==> config.mk <==
export PLATFORM = sky130hd
export DESIGN_NAME = param_stack
export DESIGN_NICKNAME = d
export VERILOG_FILES = /design/src/rtl/stack_pkg.sv /design/src/rtl/stack_mem.sv /design/src/rtl/param_stack.sv
export SDC_FILE = /design/constraint.sdc
export NUM_CORES = 1
export LEC_CHECK = 0
export CAP_MARGIN = 40
export CORE_MARGIN = 3
export CORE_UTILIZATION = 40
export CTS_BUF_LIST = sky130_fd_sc_hd__clkbuf_16
export DETAILED_ROUTE_END_ITERATION = 7
export GPL_TIMING_DRIVEN = 0
export MAX_ROUTING_LAYER = met4
export RECOVER_POWER = 100
export SLEW_MARGIN = 20
export SYNTH_ARGS = -nofsm -noshare
export SYNTH_HDL_FRONTEND = slang
export SYNTH_SLANG_ARGS = --single-unit
==> constraint.sdc <==
create_clock -name clk -period 14.6 [get_ports clk]
set_clock_uncertainty 0.05 [all_clocks]
set_input_delay 2.92 -clock clk [delete_from_list [all_inputs] [get_ports clk]]
set_output_delay 2.92 -clock clk [all_outputs]
set_load 0.005 [all_outputs]
==> src/rtl/stack_pkg.sv <==
// stack_pkg: shared definitions for the search-path stack.
//   DEFAULT_WIDTH / DEFAULT_DEPTH : sizing used by the search datapath
//   stackOp_e                     : per-cycle operation encoding, shared with
//                                   the search controller and the bench scoreboard
package stack_pkg;

    localparam int DEFAULT_WIDTH = 8;
    localparam int DEFAULT_DEPTH = 64;

    typedef enum logic [1:0] {
        OP_NONE = 2'd0,
        OP_PUSH = 2'd1,
        OP_POP  = 2'd2,
        OP_REPL = 2'd3
    } stackOp_e;

endpackage

==> src/rtl/stack_mem.sv <==
// stack_mem: DEPTH x WIDTH register array, not reset.
//   clk           : write clock
//   we/waddr/wdata: synchronous write port
//   raddrA/rdataA : combinational read port (top refill)
//   raddrB/rdataB : combinational read port (peek)
// Reads of addresses at or beyond DEPTH return 0, so a DEPTH that is not a
// power of two never indexes past the array.
module stack_mem #(
    parameter int WIDTH = 8,
    parameter int DEPTH = 64,
    parameter int AW    = $clog2(DEPTH)
) (
    input  logic             clk,
    input  logic             we,
    input  logic [AW-1:0]    waddr,
    input  logic [WIDTH-1:0] wdata,
    input  logic [AW-1:0]    raddrA,
    output logic [WIDTH-1:0] rdataA,
    input  logic [AW-1:0]    raddrB,
    output logic [WIDTH-1:0] rdataB
);

    logic [WIDTH-1:0] mem [DEPTH];

    always_ff @(posedge clk) begin
        if (we) mem[waddr] <= wdata;
    end

    assign rdataA = (32'(raddrA) < DEPTH) ? mem[raddrA] : '0;
    assign rdataB = (32'(raddrB) < DEPTH) ? mem[raddrB] : '0;

endmodule

==> src/rtl/param_stack.sv <==
// param_stack: parametrised LIFO for path locations.
//   clk, rst (async, active-high), clr (sync clear)
//   push/pop/din : stack operations; push+pop replaces the top entry
//   err_clr      : sync clear of sticky overflow/underflow
//   top          : registered top-of-stack, 0 when empty
//   count/empty/full : occupancy
//   overflow/underflow : sticky error flags
//   pk_idx/pk_data/pk_valid : combinational peek, depth measured from the top
module param_stack
    import stack_pkg::*;
#(
    parameter  int WIDTH = DEFAULT_WIDTH,
    parameter  int DEPTH = DEFAULT_DEPTH,
    localparam int CW    = $clog2(DEPTH + 1),
    localparam int IW    = $clog2(DEPTH)
) (
    input  logic             clk,
    input  logic             rst,
    input  logic             clr,
    input  logic             push,
    input  logic             pop,
    input  logic [WIDTH-1:0] din,
    input  logic             err_clr,
    output logic [WIDTH-1:0] top,
    output logic [CW-1:0]    count,
    output logic             empty,
    output logic             full,
    output logic             overflow,
    output logic             underflow,
    input  logic [IW-1:0]    pk_idx,
    output logic [WIDTH-1:0] pk_data,
    output logic             pk_valid
);

    stackOp_e         op;
    logic             wrEn;
    logic [IW-1:0]    wrAddr;
    logic [IW-1:0]    refillAddr;
    logic [WIDTH-1:0] refillData;
    logic [IW-1:0]    pkAddr;
    logic [WIDTH-1:0] pkRaw;
    logic             ovfSet;
    logic             unfSet;

    assign empty = (count == '0);
    assign full  = (count == CW'(DEPTH));

    // push+pop on an empty stack has nothing to replace, so it degrades to a push
    always_comb begin
        op = OP_NONE;
        case ({push, pop})
            2'b10:   op = OP_PUSH;
            2'b01:   op = OP_POP;
            2'b11:   op = empty ? OP_PUSH : OP_REPL;
            default: op = OP_NONE;
        endcase
    end

    // rst/clr gate the write so an overridden push never lands in the array
    always_comb begin
        wrEn   = 1'b0;
        wrAddr = IW'(count);
        if (!rst && !clr) begin
            if (op == OP_PUSH && !full) begin
                wrEn   = 1'b1;
                wrAddr = IW'(count);
            end else if (op == OP_REPL) begin
                wrEn   = 1'b1;
                wrAddr = IW'(count - CW'(1));
            end
        end
    end

    assign ovfSet = (op == OP_PUSH) && full;
    assign unfSet = (op == OP_POP) && empty;

    // entry below the current top; only consumed when count >= 2
    assign refillAddr = IW'(count - CW'(2));

    assign pk_valid = (CW'(pk_idx) < count);
    assign pkAddr   = IW'(count - CW'(1) - CW'(pk_idx));
    assign pk_data  = pk_valid ? pkRaw : '0;

    stack_mem #(
        .WIDTH (WIDTH),
        .DEPTH (DEPTH),
        .AW    (IW)
    ) uMem (
        .clk    (clk),
        .we     (wrEn),
        .waddr  (wrAddr),
        .wdata  (din),
        .raddrA (refillAddr),
        .rdataA (refillData),
        .raddrB (pkAddr),
        .rdataB (pkRaw)
    );

    always_ff @(posedge clk or posedge rst) begin
        if (rst) begin
            count     <= '0;
            top       <= '0;
            overflow  <= 1'b0;
            underflow <= 1'b0;
        end else if (clr) begin
            count     <= '0;
            top       <= '0;
            overflow  <= 1'b0;
            underflow <= 1'b0;
        end else begin
            case (op)
                OP_PUSH: begin
                    if (!full) begin
                        count <= count + CW'(1);
                        top   <= din;
                    end
                end
                OP_POP: begin
                    if (count >= CW'(2)) begin
                        count <= count - CW'(1);
                        top   <= refillData;
                    end else if (count == CW'(1)) begin
                        count <= '0;
                        top   <= '0;
                    end
                end
                OP_REPL: top <= din;
                default: ;
            endcase
            // a new error on the same edge as err_clr leaves the flag set
            overflow  <= ovfSet | (overflow  & ~err_clr);
            underflow <= unfSet | (underflow & ~err_clr);
        end
    end

endmodule

== After elaboration in Yosys (flattened, before gate mapping) ==
Memories as Yosys holds them, arrays and structs flattened.
Cells that the tools add are included.
Word-level totals
  RAM bits: 512
  input bits: 20
  output and inout bits: 28
  memories: 1
  word-level logic and storage cells: 61
  flip-flop bits (word level): 17
Operators by class
  equal/unequal tests: 10
  mux-type cells: 23
  $lt $le $gt $ge: 2
  bitwise operators: 5
  add/subtract/negate cells: 4
  reductions and logical operators: 12
Memories
  uMem.mem: words 64, bits a word 8, read ports 2, clocked after memory_dff 0, write ports 1, line stack_mem.sv:23  | logic [WIDTH-1:0] mem [DEPTH];
Operators with widths (count)
  $mux 8: 5
  $mux 7: 4
  $pmux 8 s3: 1
  $mux 6: 3
  $pmux 7 s2: 1
  $eq 2x2->1 const B: 4
  $add 7x1->7 const B: 1
  $eq 7x1->1 const B: 1
  $eq 7x7->1 const B: 1
  $ge 7x2->1 const B: 1
  $logic_not 7->1: 1
  $lt 6x7->1: 1
  $mux 1: 7
  $sub 7x1->7 const B: 1
  $pmux 2 s3: 1
  $reduce_and 3->1: 2
  $sub 6x2->6 const B: 1
  $sub 6x6->6: 1
  $eq 2x1->1 const B: 2
  $logic_and 1x1->1: 4
  $ne 4x2->1 const B: 1
  $reduce_bool 4->1: 1
  $logic_not 1->1: 3
  $ne 3x3->1 const B: 1
  5 further kinds: 7

== Depth between registers and ports, before layout ==
Gate-level depths: netlist of run 1.
  depth in word-level cells: 9
  mapped depth: 18
  mapped depth without buffers: 12

== Hierarchy ==
Synthesis of run 1 repeated with hierarchy kept, for this count alone.
Unflattened totals
  cell total of the unflattened synthesis: 1427
  area total of the unflattened synthesis: 25813.5 µm²
By module, submodules not included
  stack_mem: area an instance 23954.2 µm², cells an instance 1195, times used 1, seq. area each 15374.7 µm²
  param_stack: area an instance 1859.3 µm², cells an instance 232, times used 1, seq. area each 425.4 µm²

== Worst setup path after synthesis of run 1 ==
OpenSTA, ideal clock, no wires.
  kind: input -> output
  start: in pk_idx[0]
  end: out pk_data[4]
  path slack: 6.337 ns
  required time: 11.630 ns
  path buffers: 3
  stages: 12
  arrival time: 5.293 ns
  cells stage by stage: ha_1 inv_1 fa_1 buf_2 buf_2 buf_1 mux4_2 nand2_1 nand4_1 o211ai_1 o211ai_1 o311a_1
Between the ends
  longest elaborated chain between the ends: 3
  elaborated cells between the ends (all ways): 4
  classes of those cells: 1 x add/sub; 1 x order compare; 1 x mux; 1 x memory
RTL lines
  start, declared: line param_stack.sv:30  | input logic [IW-1:0] pk_idx,
  $sub 6x6->6: line param_stack.sv:81  | assign pkAddr = IW'(count - CW'(1) - CW'(pk_idx));
  $mem_v2 64x8
  $mux 8 *: line param_stack.sv:82  | assign pk_data = pk_valid ? pkRaw : '0;
  end, declared: line param_stack.sv:31  | output logic [WIDTH-1:0] pk_data,
Every way passes the cells marked *; elsewhere a longest branch is shown, timed or not.

== Worst setup path after layout of run 1 ==
  start: reg count[1]
  end: out pk_data[4]
Between the ends
  longest elaborated chain between the ends: 4
  elaborated cells between the ends (all ways): 5
  classes of those cells: 2 x add/sub; 1 x order compare; 1 x mux; 1 x memory
RTL lines
  start, declared: line param_stack.sv:25  | output logic [CW-1:0] count,
  start signal, assigned: line param_stack.sv:114  | count <= count + CW'(1);
  start signal, assigned: line param_stack.sv:120  | count <= count - CW'(1);
  $sub 7x1->7
  $sub 6x6->6: line param_stack.sv:81
  $mem_v2 64x8
  $mux 8 *: line param_stack.sv:82
Marked as above.

==> impl_metrics.py, run 1 <==
metrics = {
    "outcome": {
        "status": "finished with violations",
        "violations": "max-capacitance violations, max-slew violations",
    },
    "die": {
        "num_rows": 92,
        "boundaryPins": 48,
        "die_h_um": 260,
        "start_util": 0.406,
        "chipWidth_um": 260,
        "dieArea_sq_mm": 0.0674,
        "coreArea_sq_mm": 0.0633,
    },
    "place": {
        "dp_hpwl_um": 59200,
        "io_buffers": 45,
        "routabilityCongestion": 1.01,
    },
    "clocking": {
        "cts.sinks": 529,
        "cts_resized": 0,
        "clock_latency_ns": 0.62,
        "cts_tree": "built",
        "cts_setup_buffers": 0,
        "cts_buffers": 56,
        "path_clk_slew_ns": 0.05,
        "cts.path.max_buffers": 3,
        "postCtsHoldBufs": 0,
        "cts_max_level": 2,
        "cts_root_buf": "clkbuf_16",
    },
    "worst_setup_path": {
        "timing.rr.end": "top[5]",
        "max_stage_delay_ns": 0.98,
        "r2r_slack_ns": 6.80,
        "path_cells": "clkbuf_1, clkbuf_1, clkbuf_1, clkbuf_1, inv_1, ha_1, inv_1, fa_1, buf_2, clkbuf_1, clkbuf_1, mux4_2, nand2_1, nand4_1, o21ai_0, o211ai_1, o311a_1, dlygate4sd3_1",
        "cp-start-kind": "register",
        "rr_startpoint": "count[1]",
        "critPathTopFamily": "buffers and inverters",
        "reg2regPathDepth": 12,
        "critPathRequiredTime_ns": 11.63,
        "crit_arrival_ns": 9.35,
        "path_max_fanout": 10,
        "endpoint_kind": "output pin",
        "cp_slowest_cell": "clkbuf_1",
        "critPathBufInv": 10,
        "cp-startpoint": "count[1]",
        "critPathKind": "reg2out",
        "cp_common_cell": "clkbuf_1",
    },
    "detailed_routing": {
        "drc": 0,
        "first_iter_violations": 2222,
        "routed_wl_um": 83800,
        "wl_per_cell_um": 32.9,
        "vias": 16500,
        "final_antenna_net_count": 0,
        "via_per_inst": 6.46,
        "first_pass_iters": 6,
    },
    "timing": {
        "setup_violations": 0,
        "period_needed_ns": 12.32,
        "rsz0062_at_grt": "no",
        "fmax_mhz": 81.2,
        "final.setup.tns_ns": 0,
        "worstMarginPinSlew_ns": 3.55,
        "drv_slew": 420,
        "finalCritPeriodShare": 0.844,
        "hold_violations": 0,
        "slew_headroom": -1.37,
    },
    "worst_hold_path": {
        "worstHoldPathType": "reg2reg",
        "hold_end": "overflow",
        "min_from": "overflow",
        "holdPathStages": 2,
    },
    "logic_synthesis": {
        "syn_inst": 1469,
        "synthArstFlopShare": 0.0321,
        "yosysWarnings": 0,
        "synthTopCellsByArea": "edfxtp_1, mux4_2, nand2_1",
        "synth.top_cell.area_share": 0.598,
        "ys_seq_elements": 529,
        "ys_seq_area_frac": 0.614,
        "netlist_area_sq_mm": 0.0257,
        "ys.flop_type": "edfxtp_1",
        "netlist-cell-type-count": 62,
        "synth_enable_flop_cells": 512,
        "yosys.area.top_type": "edfxtp_1",
        "syn_avg_cell_area_sq_um": 17.5,
        "synth_fp_nets": 1509,
    },
    "grt": {
        "grtUsageTotal": 0.258,
        "grt_max_degree": 66,
        "grt_remaining_overflow": 0,
        "antenna_found_initial": 1,
        "grt_pass1_wl_um": 119000,
        "grt_pass1_vias": 16000,
    },
    "pwr": {
        "power.density_mw_per_mm2": 246,
        "p_leak_nw": 9.31,
        "ir_drop_v": 0.000184,
    },
    "job": {
        "cap_violations": 9,
    },
    "cells_and_area": {
        "drive_gt1_frac": 0.257,
        "finalNetCount": 1694,
        "fin_util": 0.465,
        "area_growth_pct": 14.4,
    },
}
layout by cell type (no fill, tap or decap), types with 15 or more instances in the layout:
cell,n
dlygate4sd3_1,25
inv_1,26
a311oi_1,16
nand4_1,19
clkbuf_16,57
and2_1,16
nand2_1,170
dfrtp_1,17
mux4_2,276
clkbuf_1,111
nor2_1,80
buf_2,36
ha_1,19
a211oi_1,15
buf_1,15
edfxtp_1,512
o211ai_1,16
nand3_1,27
o21ai_0,18
power by group:
group	internal (W)	total [W]	leakage, nW	switching, W
sequential	0.00169	0.00172	4.83	0.0000286
clock	0.000830	0.00143	0.939	0.000598
combinational	0.00149	0.00409	3.55	0.00260
total	0.00401	0.00723	9.31	0.00323
area by class of cell:
class / instances / area [sq um]
fill: 5435 / 33900
timing repair buffer: 127 / 837
inverter: 20 / 75.1
multi-input combinational: 820 / 9380
antenna: 1 / 2.50
clock buffer: 57 / 1430
tap: 846 / 1060
buffer: 100 / 445
clock inverter: 46 / 404
sequential: 529 / 15800
cell families after synthesis:
family / Yosys count / synth area share
buffers and inverters: 120 / 0.0208
adder cells (fa/ha/maj): 20 / 0.0100
multiplexers: 287 / 0.246
flip-flops: 529 / 0.614
AO/OA/AOI/OAI: 150 / 0.0422
XOR/XNOR: 19 / 0.00720
AND/OR/NAND/NOR: 344 / 0.0594
worst min-delay path, delay by kind of cell (launching register included):
family	cells	cell delay, ns
DFF	1	0.34
AOI/OAI and AO/OA	1	0.08
and+or+nand+nor	1	0.08
worst max path at each step:
stage / to / cells after the start
final: pk_data[4] / 18
after global routing: pk_data[4] / 18
after CTS: pk_data[1] / 18
after detailed placement: pk_data[1] / 14
after global placement: pk_data[2] / 14
after floorplan: pk_data[4] / 12
registers in the layout (all words and copies together) (netlist names):
name	flops
uMem.mem	512
overflow	1
top	8
count	7
underflow	1
metrics by stage:
step                std cells  setup slack (ns)  cell area, sq um  hold slack, ns  total power [W]
floorplan                1469              6.34             25700           0.457          0.00407
global placement         2360              3.64             27200           0.471          0.00566
detailed placement       2414              3.99             27800           0.491          0.00573
CTS                      2517              3.94             29600           0.502          0.00716
global route             2546              2.02             29400           0.510          0.00745
finish                   2546              2.28             29400           0.488          0.00723
Yosys cell counts (3+ instances only):
| library cell | count |
|---|---|
| edfxtp_1 | 512 |
| mux4_2 | 276 |
| nand2_1 | 170 |
| nor2_1 | 80 |
| buf_2 | 41 |
| clkbuf_1 | 33 |
| nand3_1 | 27 |
| o21ai_1 | 20 |
| ha_1 | 19 |
| nand4_1 | 19 |
| buf_1 | 17 |
| dfrtp_1 | 17 |
| a311oi_1 | 16 |
| and2_1 | 16 |
| inv_1 | 16 |
| o211ai_1 | 16 |
| a211oi_1 | 15 |
| xnor2_1 | 14 |
| a21oi_1 | 12 |
| o22ai_1 | 11 |
| a22oi_1 | 10 |
| buf_4 | 9 |
| mux2i_1 | 8 |
| nor2b_1 | 8 |
| o2111ai_1 | 7 |
| o21ai_0 | 7 |
| o311a_1 | 7 |
| nor3_1 | 6 |
| o21a_1 | 5 |
| a31oi_1 | 4 |
| o31ai_1 | 4 |
| xor2_1 | 4 |
| nand2b_1 | 3 |
| nor3_2 | 3 |
| or3_1 | 3 |
metal layers:
| metal | vias to the layer above | share of wire | track usage |
|---|---|---|---|
| met4 | 0 | 0.047 | 0.103 |
| met5 | - | 0 | - |
| met1 | 8610 | 0.39 | 0.356 |
| li1 | 6490 | - | - |
| met2 | 1161 | 0.44 | 0.371 |
| met3 | 194 | 0.11 | 0.0629 |
Power figures use the tool's default switching activity.
==> inputs of run 2 (changes only) <==
clock period = 11.51 ns   (was 14.6 ns; I/O delays follow)
==> impl_metrics.py, run 2 (same netlist as run 1, synthesis figures left out) <==
metrics = {
    "outcome": {
        "status": "finished with violations",
        "violations": "max-capacitance violations, max-slew violations",
    },
    "pwr": {
        "pwr-share-comb": 0.565,
        "intPower_w": 0.00508,
        "p_leak_nw": 9.32,
        "p_clk_frac": 0.197,
        "power.density_mw_per_mm2": 312,
        "p_seq_frac": 0.238,
        "p_switching_w": 0.00408,
        "ir_drop_v": 0.000249,
        "swShare": 0.445,
    },
    "detailed_routing": {
        "wl_per_cell_um": 32.9,
        "vias": 16500,
        "routed_wl_um": 83700,
        "via_per_inst": 6.46,
        "drc": 0,
        "first_iter_violations": 2327,
        "final_antenna_net_count": 0,
        "first_pass_iters": 5,
    },
    "cells_and_area": {
        "finalNetCount": 1694,
        "top_regs": "uMem.mem (512), top (8), count (7)",
        "fillers": 5436,
        "final_common_cell": "edfxtp_1",
        "drive_gt1_frac": 0.259,
        "fin_util": 0.465,
        "seqCellArea_sq_mm": 0.0158,
        "area_growth_pct": 14.4,
        "largest_reg_flops": 512,
        "largest-register": "uMem.mem",
        "final_cell_mix": "edfxtp_1, mux4_2, nand2_1, clkbuf_1, nor2_1",
        "multi_input_area_sq_mm": 0.00937,
        "instances_no_fill": 2546,
    },
    "worst_setup_path": {
        "path_max_fanout": 10,
        "timing.rr.end": "top[5]",
        "cp-start-kind": "register",
        "reg2regPathDepth": 12,
        "critPathKind": "reg2out",
        "r2r_slack_ns": 4.03,
        "crit_arrival_ns": 8.24,
        "critPathRequiredTime_ns": 9.16,
        "rr_startpoint": "count[1]",
        "endpoint_kind": "output pin",
    },
    "clocking": {
        "cts.sinks": 529,
        "path_clk_slew_ns": 0.05,
        "cts.path.max_buffers": 3,
        "cts_buffers": 56,
        "cts_root_buf": "clkbuf_16",
        "postCtsHoldBufs": 0,
        "cts_max_level": 2,
        "cts_setup_buffers": 0,
        "clock_latency_ns": 0.62,
        "cts_tree": "built",
        "cts_resized": 0,
    },
    "place": {
        "io_buffers": 45,
        "dp_hpwl_um": 59200,
        "dpl.cell_count": 2414,
        "routabilityCongestion": 1.01,
    },
    "grt": {
        "grt_pass1_wl_um": 119000,
        "grt_remaining_overflow": 0,
        "grtUsageTotal": 0.258,
        "antenna_found_initial": 1,
        "grt_pass1_vias": 16000,
        "grt_max_degree": 66,
    },
    "die": {
        "coreArea_sq_mm": 0.0633,
        "start_util": 0.406,
        "chipWidth_um": 260,
        "boundaryPins": 48,
        "num_rows": 92,
        "die_h_um": 260,
        "dieArea_sq_mm": 0.0674,
    },
    "worst_hold_path": {
        "hold_end": "overflow",
        "holdPathStages": 2,
        "min_from": "overflow",
        "worstHoldPathType": "reg2reg",
    },
    "timing": {
        "hold_violations": 0,
        "worstMarginPinSlew_ns": 3.47,
        "drv_slew": 454,
        "rsz0062_at_grt": "no",
        "final.setup.tns_ns": 0,
        "finalCritPeriodShare": 0.920,
        "fmax_mhz": 94.4,
        "slew_headroom": -1.31,
        "setup_violations": 0,
        "period_needed_ns": 10.59,
    },
    "job": {
        "cap_violations": 10,
    },
}
-- run 2: cell types whose count changed in the layout (fill, tap and decap cells not counted), sizes merged --
cell / change
buf: +4
dlygate4sd3: -1
clkbuf: -4
clkdlybuf4s50: +1
-- run 2: through the flow --
step           setup WS, ns  instance area [sq um]  power, W  hold WS [ns]
2_1_floorplan          4.48                  25700   0.00516         0.457
3_3_place_gp           1.79                  27200   0.00718         0.471
3_5_place_dp           2.14                  27800   0.00727         0.491
4_1_cts                1.47                  29600   0.00909         0.502
5_1_grt               0.716                  29400   0.00945         0.510
6_report              0.916                  29400   0.00917         0.491
-- run 2: cell type report --
| class | instances | share of cell area |
|---|---|---|
| tap | 846 | 0.0360 |
| buffer | 100 | 0.0153 |
| sequential | 529 | 0.537 |
| clock inverter | 46 | 0.0137 |
| inverter | 20 | 0.00255 |
| multi-input combinational | 820 | 0.318 |
| timing repair buffer | 127 | 0.0284 |
| clock buffer | 57 | 0.0485 |
| antenna | 1 | 0.0000850 |
-- run 2: layer usage --
layer  track usage  share of wire
met1         0.356           0.39
met2         0.371           0.44
met3        0.0629           0.12
met4         0.103          0.049
met5             -              0
-- run 2: worst max-delay path: stages (launching register included) --
cell and delay [ns]:
dfrtp_1 0.45, clkbuf_1 0.49, buf_2 0.51, clkbuf_1 0.68
clkbuf_1 0.65, inv_1 0.33, ha_1 0.36, xor2_1 0.30
ha_1 0.35, xor2_1 0.52, clkbuf_1 0.56, clkbuf_1 0.59
nand2_1 0.16, nand4_1 0.14, o211ai_1 0.18, o211ai_1 0.30
o311a_1 0.44, dlygate4sd3_1 0.62
-- run 2: worst max path at each step --
stage / from / endpoint
3_3_place_gp: pk_idx[0] / pk_data[2]
2_1_floorplan: pk_idx[0] / pk_data[4]
3_5_place_dp: pk_idx[0] / pk_data[1]
4_1_cts: count[1] / pk_data[1]
5_1_grt: count[1] / pk_data[0]
6_report: count[1] / pk_data[7]
-- run 2: power by group through the flow --
stage                     clock, W  combinational (W)  sequential, W
after floorplan                  0            0.00296        0.00220
after global placement           0            0.00496        0.00222
after detailed placement         0            0.00506        0.00222
after CTS                  0.00183            0.00508        0.00218
after global routing       0.00191            0.00536        0.00218
final                      0.00181            0.00518        0.00218
